`config.mk`:
```
export PLATFORM = sky130hd
export DESIGN_NAME = fft_agu_param
export DESIGN_NICKNAME = d
export VERILOG_FILES = /design/src/rtl/fft_agu_pkg.sv /design/src/rtl/fft_agu_param_rotl.sv /design/src/rtl/fft_agu_param.sv
export SDC_FILE = /design/constraint.sdc
export NUM_CORES = 1
export LEC_CHECK = 0
export ABC_AREA = 1
export BUFFER_PORTS_ARGS = -buffer_cell sky130_fd_sc_hd__buf_2
export CAP_MARGIN = 10
export CORE_UTILIZATION = 60
export CTS_BUF_LIST = sky130_fd_sc_hd__clkbuf_8
export DETAILED_ROUTE_END_ITERATION = 12
export GPL_ROUTABILITY_DRIVEN = 0
export PLACE_DENSITY = 0.8
export SLEW_MARGIN = 20
export SYNTH_ARGS = -nofsm -noshare
export SYNTH_HDL_FRONTEND = slang
export SYNTH_SLANG_ARGS = --single-unit
export TNS_END_PERCENT = 30
```
`constraint.sdc`:
```
create_clock -name clk -period 2 [get_ports clk]
set_input_delay 0.2 -clock clk [delete_from_list [all_inputs] [get_ports clk]]
set_output_delay 0.2 -clock clk [all_outputs]
set_load 0.02 [all_outputs]
```
`src/rtl/fft_agu_pkg.sv`:
```
// Shared types, legal parameter ranges and the twiddle mask helper for the FFT AGU.
package fft_agu_pkg;

  typedef enum logic [1:0] {IDLE, RUN, DRAIN, DONE} state_t;

  localparam int unsigned LOG2N_MIN    = 2;
  localparam int unsigned LOG2N_MAX    = 12;
  localparam int unsigned PIPE_LAT_MIN = 1;
  localparam int unsigned PIPE_LAT_MAX = 16;
  localparam int unsigned MASK_W       = 16;

  // Top s bits set within a width-bit field; higher bits are zero.
  function automatic logic [MASK_W-1:0] mask(input int unsigned s, input int unsigned width);
    logic [MASK_W-1:0] all_w;
    logic [MASK_W-1:0] low;
    all_w = (MASK_W'(1) << width) - MASK_W'(1);
    low   = (MASK_W'(1) << (width - s)) - MASK_W'(1);
    return all_w & ~low;
  endfunction

endpackage

```
`src/rtl/fft_agu_param_rotl.sv`:
```
// Combinational WIDTH-bit rotate-left by amt (amt < WIDTH).
module rotate_left_param
  import fft_agu_pkg::*;
#(
  parameter int unsigned WIDTH = 5,
  parameter int unsigned AMT_W = 3
) (
  input  logic [WIDTH-1:0] din,
  input  logic [AMT_W-1:0] amt,
  output logic [WIDTH-1:0] dout
);

  logic [2*WIDTH-1:0] dbl;

  // Upper half of the shifted doubled word is the rotation.
  assign dbl  = {din, din} << amt;
  assign dout = dbl[2*WIDTH-1:WIDTH];

endmodule

```
`src/rtl/fft_agu_param.sv`:
```
// Radix-2 in-place FFT address generator: stage/butterfly sequencing,
// twiddle addressing and a write-back delay line matched to the butterfly pipe.
module fft_agu_param
  import fft_agu_pkg::*;
#(
  parameter int unsigned LOG2N    = 5,
  parameter int unsigned PIPE_LAT = 4
) (
  input  logic             clk,
  input  logic             rst_n,
  input  logic             start_fft,
  input  logic             stall,
  output logic [LOG2N-1:0] mema_address,
  output logic [LOG2N-1:0] memb_address,
  output logic [LOG2N-2:0] twiddle_address,
  output logic             rd_valid,
  output logic [LOG2N-1:0] wr_a_address,
  output logic [LOG2N-1:0] wr_b_address,
  output logic             mem_write,
  output logic             busy,
  output logic             fft_done
);

  localparam int unsigned J_W  = LOG2N - 1;
  localparam int unsigned S_W  = $clog2(LOG2N);
  localparam int unsigned D_W  = $clog2(PIPE_LAT + 1);

  if (LOG2N < LOG2N_MIN || LOG2N > LOG2N_MAX ||
      PIPE_LAT < PIPE_LAT_MIN || PIPE_LAT > PIPE_LAT_MAX) begin : g_bad_param
    $error("fft_agu_param: LOG2N or PIPE_LAT out of legal range");
  end

  state_t         state, state_n;
  logic [S_W-1:0] s_q, s_n;
  logic [J_W-1:0] j_q, j_n;
  logic [D_W-1:0] d_q, d_n;
  logic           start_q;
  logic [LOG2N-1:0] rot_a, rot_b;
  logic [J_W-1:0]   tw_mask;

  // State, counters and start edge register; all frozen by stall.
  always_ff @(posedge clk) begin
    if (!rst_n) begin
      state   <= IDLE;
      s_q     <= '0;
      j_q     <= '0;
      d_q     <= '0;
      start_q <= 1'b0;
    end else if (!stall) begin
      state   <= state_n;
      s_q     <= s_n;
      j_q     <= j_n;
      d_q     <= d_n;
      start_q <= start_fft;
    end
  end

  always_comb begin
    state_n = state;
    s_n     = s_q;
    j_n     = j_q;
    d_n     = d_q;
    case (state)
      IDLE: begin
        if (start_fft && !start_q) begin
          s_n     = '0;
          j_n     = '0;
          d_n     = '0;
          state_n = RUN;
        end
      end
      RUN: begin
        if (j_q == '1) begin
          j_n     = '0;
          state_n = DRAIN;
        end else begin
          j_n = j_q + J_W'(1);
        end
      end
      DRAIN: begin
        // Hold off the next stage until the last write of this one has landed.
        if (d_q == D_W'(PIPE_LAT - 1)) begin
          d_n = '0;
          if (s_q == S_W'(LOG2N - 1)) begin
            state_n = DONE;
          end else begin
            s_n     = s_q + S_W'(1);
            state_n = RUN;
          end
        end else begin
          d_n = d_q + D_W'(1);
        end
      end
      DONE:    state_n = IDLE;
      default: state_n = IDLE;
    endcase
  end

  rotate_left_param #(.WIDTH(LOG2N), .AMT_W(S_W)) u_rot_a (
    .din  ({j_q, 1'b0}),
    .amt  (s_q),
    .dout (rot_a)
  );

  rotate_left_param #(.WIDTH(LOG2N), .AMT_W(S_W)) u_rot_b (
    .din  ({j_q, 1'b1}),
    .amt  (s_q),
    .dout (rot_b)
  );

  assign tw_mask = J_W'(mask(32'(s_q), J_W));

  // Addresses are gated so that idle/drain cycles present zero.
  assign rd_valid        = (state == RUN);
  assign busy            = (state == RUN) || (state == DRAIN);
  assign fft_done        = (state == DONE);
  assign mema_address    = rd_valid ? rot_a : '0;
  assign memb_address    = rd_valid ? rot_b : '0;
  assign twiddle_address = rd_valid ? (j_q & tw_mask) : '0;

  for (genvar g = 0; g < PIPE_LAT; g++) begin : g_dl
    logic [LOG2N-1:0] a;
    logic [LOG2N-1:0] b;
    logic             v;
    if (g == 0) begin : g_head
      always_ff @(posedge clk) begin
        if (!rst_n) begin
          a <= '0;
          b <= '0;
          v <= 1'b0;
        end else if (!stall) begin
          a <= mema_address;
          b <= memb_address;
          v <= rd_valid;
        end
      end
    end else begin : g_tail
      always_ff @(posedge clk) begin
        if (!rst_n) begin
          a <= '0;
          b <= '0;
          v <= 1'b0;
        end else if (!stall) begin
          a <= g_dl[g-1].a;
          b <= g_dl[g-1].b;
          v <= g_dl[g-1].v;
        end
      end
    end
  end

  assign wr_a_address = g_dl[PIPE_LAT-1].a;
  assign wr_b_address = g_dl[PIPE_LAT-1].b;
  assign mem_write    = g_dl[PIPE_LAT-1].v;

endmodule
```
# Word level (Yosys, flattened, before mapping)
# Index checks and enable logic that the tools add are counted.
# Widths: inputs -> output; s select.
# classes
n_addsub,5
n_mul,0
n_div,0
order_cmp,0
n_eq_ne,10
n_shift,3
muxes,17
n_bitwise,3
reduce_logical,10
# ops
cell,n
$shl 1x32->4 const A,1
$shl 10x3->10,2
$mux 3,4
$mux 4,3
$pmux 3 s2,2
$mux 5,2
$mux 2,4
$pmux 2 s4,1
$pmux 4 s2,1
$add 3x1->3 const B,2
$ne 2x2->1 const B,3
$reduce_and 3->1,2
$reduce_and 5->1,1
$add 4x1->4 const B,1
$and 4x4->4,1
$eq 2x2->1 const B,2
$eq 4x4->1 const B,1
$not 4->4,1
$reduce_and 4->1,1
$reduce_bool 2->1,2
$sub 3x3->4 const A,1
$sub 4x2->4 const B,1
$eq 3x2->1 const B,1
$eq 3x3->1 const B,1
other kinds (7),7
# word_totals
regBits,57
latch_bits,0
ram_bits,0
romBits,0
in_bits,4
out_inout_bits,28
word_cells,65
memories,0

# Depth between registers and ports, before layout
# depth
word_depth,6
mapped_depth,10
depth_no_buf,10

# Hierarchy
# A second synthesis with hierarchy kept.
# hier_totals
hier_cells,457
area_unflattened_um2,3026.7
# by_module_without_submodules
module,instances,cells_each,area_each_um2,seq_area_each_um2
fft_agu_param,1,353,2506.2,1141.1
rotate_left_param,2,52,260.2,0.0

# Worst setup path after synthesis
# No wires, ideal clock.
# synth_path
path_kind,reg-to-output
startpoint,register s_q[0]
endpoint,output port twiddle_address[1]
t_arrival_ns,1.746
required_time_ns,1.800
path_slack_ns,0.054
stages_incl_launch_ff,9
n_path_buf,0
path_cell_list,dfxtp_1 -> inv_2 -> ha_1 -> ha_1 -> inv_1 -> nand3_1 -> ha_1 -> nand2_1 -> nor2_1
# synth_via
elab_chain_len,6
# synth_rtl
element,line,text
start: declaration,fft_agu_param.sv:34,"logic [S_W-1:0] s_q, s_n;"
start signal: assignment,fft_agu_param.sv:51,s_q <= s_n;
$sub 3x3->4,fft_agu_pkg.sv:17,low = (MASK_W'(1) << (width - s)) - MASK_W'(1);
$shl 1x32->4,fft_agu_pkg.sv:17,
$sub 4x2->4,fft_agu_pkg.sv:17,
$not 4->4,fft_agu_pkg.sv:18,return all_w & ~low;
$and 4x4->4,fft_agu_param.sv:119,assign twiddle_address = rd_valid ? (j_q & tw_mask) : '0;
$mux 4,fft_agu_param.sv:119,
end: declaration,fft_agu_param.sv:15,"output logic [LOG2N-2:0] twiddle_address,"
# No other way between the ends.

# Worst setup path in the final report
# Ends and elaborated chain as after synthesis.

==> results.md <==
Worst setup path:
- Walking the worst path, the cells encountered are inv_2 -> ha_4 -> ha_4 -> inv_4 -> nand3_4 -> ha_4 -> nand2_4 -> nor2_4 -> buf_6.
- The startpoint type of the worst setup path is a flop.
- The biggest fanout along the worst timing path is 2.
- The delay of the slowest cell on the worst path is 0.33 ns.
- The arrival time of data at the critical path endpoint is 1.83 ns.
- The buffer and inverter count on the worst path is 3.
- The most numerous cell on the critical path is sky130_fd_sc_hd__ha_4.
- The worst setup path is of the flop to output port kind.
- On the critical path, the stage with the largest delay is an instance of sky130_fd_sc_hd__dfxtp_2.
- The worst flop-to-flop path startpoint is state[0]$_SDFFE_PN0P_.
- The launching instance or port of the critical path is s_q[0]$_SDFFE_PN0P_.
- The worst setup path is captured at an output port.
- The category of cells accounting for the largest share of critical-path delay is adder cells.
- The endpoint required time on the critical path is approximately 1.8 ns.

Drt:
- The number of nets with antenna violations after routing is 0.
- Summed over all layers, the routed wires come to 5850 µm.
- The number of DRC markers in iteration 0 is between 150 and 200.
- The routed via count divided by cell count is 5.34.
- The first TritonRoute pass finished after 4 iterations.
- The detailed-route DRC error count is 0.
- Dividing the detail-routed wire length by the instance count gives 12.4 µm.
- Across all layers, the routed design uses 2520 vias.

Clock network:
- The clock buffer count from CTS is 9.
- The clock net in this run drives a total of 57 sinks.
- The CTS tree is yes.
- The number of H-tree branching levels is 3.
- The clock reaches the later pin of the worst-skew pair after around 0.33 ns.
- Clock tree synthesis selected as its root buffer the cell sky130_fd_sc_hd__clkbuf_8.
- The clock passes through at most 2 buffers.
- Clock-pin slew was measured on the worst setup and hold paths at about 0.060 ns.
- The number of hold buffers added after CTS was 0.

Placed design:
- The post-detailed-placement half-perimeter wirelength is 3740 µm.
- During placement, the flow inserted port buffers numbering 31.
- The placed instances occupy a cell area of 2900 µm².
- In this run, placement finished with an instance count of 454.
- OpenSTA, run right after detailed placement, puts the worst setup slack at 0.105 ns.

Timing:
- The slew of the pin with the lowest slew margin is 0.531 ns.
- The share of the clock period used by the worst path after layout is 102%.
- Setup violations remaining at the end of the flow were counted as 2.
- The sum of negative setup slack is -0.0631 ns.
- The final number of hold-violating endpoints is 0.
- The worst slack on hold paths is around 0.16 ns.
- Timing would allow up to 492 MHz.
- The worst slew slack as a fraction of its limit is ~65%.
- The number of pins exceeding their max-slew limit in the final report was 0.
- Counting I/O delays and the setup requirement, the final critical path takes 2.03 ns.
- Once routing completed, OpenROAD measured the worst setup slack at -0.0339 ns.
- The post-route clock skew is 0.00450 ns.
- Setup repair after global routing could not meet its margin everywhere.

Synthesis:
- Sequential cells were found to cover between 40 and 50% of the synthesized design area.
- Counting every instance in the synthesized netlist gives 382.
- The register bit total from synthesis is 57.
- The mean instance size in the synthesized netlist is ~7.1 µm².
- The distinct cell type count after synthesis is 26.
- The net count of the mapped netlist is roughly 400.
- The yosys synthesis warning count is 0.
- The post-synthesis cell area is 2710 µm².

Global route:
- The initial antenna violation count came to 0.
- The total routing usage reported by global routing is 26.4%.
- The first global-routing pass estimated 9970 µm of wire.
- Entering global routing, the biggest net connects 40 pins.
- For this run the aggregate overflow at the end of global routing stands at 0.
- The via count of the first global-routing pass is 2288.

Status:
- The flow ran to the end, but the final reports show violations.
- The final reports fail on negative setup slack.

Pwr:
- Across the VDD grid, the largest voltage drop is 0.537 mV.
- The overall power after layout is between 3 and 4 mW.
- In this run the power density over the cells is roughly 980 nW/µm².
- The static leakage is 1.61 nW.

Layout:
- The number of nets in the layout is 429.
- The core occupancy in the finished layout is between 70 and 80%.
- The synthesis-to-finish area growth is 20.4%.
- The fraction of final layout cells with drive strength greater than 1 is 21.4%.
- The repair_antennas step left the layout with diodes totalling 0.
- The final cell count without fillers is 472.
- After routing the design area is between 3000 and 4000 µm².

Floorplan:
- The core area is 4350 µm².
- The die boundary width is 69.3 µm.
- Row generation in the floorplan step produced 24 rows.
- The initial utilization of the core area, before any placement, comes to 62.3%.
- The die covers 4800 µm².
- During I/O placement, the number of pins put on the boundary was 32.
- In this run the vertical extent of the chip is 69.3 µm.

Min path:
- The min-delay analysis places its worst path in the category input port to flop.
- The startpoint identified for the worst hold timing path is start_fft.

Flow run:
- The max-cap check violation count is 0.
timing repair:
action	4_1_cts	5_1_grt
buffers inserted	2	0
endpoints found under the setup margin	4	11
gates resized for setup	14	8
pin swaps	4	4
Yosys cell counts:
cell	instances	area (µm²)
sky130_fd_sc_hd__buf_6	1	11.3
sky130_fd_sc_hd__o21ai_0	50	250
sky130_fd_sc_hd__inv_2	5	18.8
sky130_fd_sc_hd__nor2_1	82	308
sky130_fd_sc_hd__nor3_1	4	20.0
sky130_fd_sc_hd__a21oi_1	19	95.1
sky130_fd_sc_hd__nor3b_2	2	25.0
sky130_fd_sc_hd__nand3_1	21	105
sky130_fd_sc_hd__o21ai_1	9	45.0
sky130_fd_sc_hd__nor2_2	1	6.26
sky130_fd_sc_hd__ha_1	10	125
sky130_fd_sc_hd__nand3_2	6	60.1
sky130_fd_sc_hd__clkbuf_1	7	26.3
sky130_fd_sc_hd__nand2_2	2	12.5
sky130_fd_sc_hd__buf_4	4	30.0
sky130_fd_sc_hd__nand2_4	1	11.3
sky130_fd_sc_hd__nand4_1	1	6.26
sky130_fd_sc_hd__a21oi_2	1	8.76
sky130_fd_sc_hd__buf_1	1	3.75
sky130_fd_sc_hd__nor2_4	1	11.3
sky130_fd_sc_hd__dfxtp_1	57	1140
sky130_fd_sc_hd__inv_1	28	105
sky130_fd_sc_hd__nand2_1	57	214
sky130_fd_sc_hd__o211ai_1	1	7.51
sky130_fd_sc_hd__xor2_1	3	26.3
sky130_fd_sc_hd__buf_2	8	40.0
cell families (layout without fill, tap and decap cells):
group,after synthesis,after routing,share of synthesized area (%)
adder cells (fa/ha/maj),10,10,4.61
AO/OA/AOI/OAI,80,80,15.0
XOR/XNOR,3,3,0.968
AND/OR/NAND/NOR,178,178,28.7
buffers and inverters,54,92,8.67
flip-flops,57,57,42.0
worst register-to-register path, delay by kind of cell, from the launching register on:
kind | cells | cell delay, ns
and+or+nand+nor | 4 | 0.49
DFF | 1 | 0.35
adders and majority gates | 1 | 0.29
buffers and inverters | 2 | 0.21
AOI/OAI and AO/OA | 1 | 0.19
final cells by class:
| class | count | area (µm²) |
|---|---|---|
| clock buffer | 12 | 165 |
| clock inverter | 4 | 97.6 |
| fill | 352 | 1090 |
| inverter | 33 | 126 |
| multi-input combinational | 271 | 1410 |
| sequential | 57 | 1140 |
| tap | 52 | 65.1 |
| timing repair buffer | 43 | 256 |
power breakdown:
part           switching [mW]  total (mW)  internal, mW
logic                   0.380       0.586         0.206
clock network           0.450        1.38         0.929
registers              0.0396        1.25          1.21
placed cells by master (no fill, tap or decap), drive strengths merged:
master,count
nor2,84
nand2,60
o21ai,59
dfxtp,57
buf,43
inv,33
nand3,27
a21oi,20
clkbuf,12
ha,10
nor3,4
xor2,3
bufinv,3
nor3b,2
o211ai,1
nand4,1
clkinvlp,1
path summary, 6_finish.rpt:
| check | to | slack (ns) | cells after the start |
|---|---|---|---|
| setup / recovery | twiddle_address[1] | -0.03 | 9 |
| hold / removal | start_q$_SDFFE_PN0N_ | 0.16 | 3 |
| hold reg to reg | d_q[2]$_SDFFE_PN0P_ | 0.47 | 2 |
| setup reg to reg | state[1]$_SDFFE_PN0P_ | 0.37 | 8 |
registers in the layout (all words and copies together) (netlist names):
register      cells
d_q               3
start_q           1
wr_a_address      5
state             2
wr_b_address      5
s_q               3
mem_write         1
g_dl.b           15
g_dl.a           15
j_q               4
g_dl.v            3
per-layer routing:
layer | global-route usage [%] | vias up | part of all wire, %
met5 | 0 | - | 0
met4 | 15.9 | 0 | 2.9
met3 | 6.69 | 20 | 5.5
met2 | 43.5 | 102 | 48
met1 | 30.7 | 1104 | 43
li1 | - | 1294 | -
Note: power is estimated with default switching activity, not from simulation.
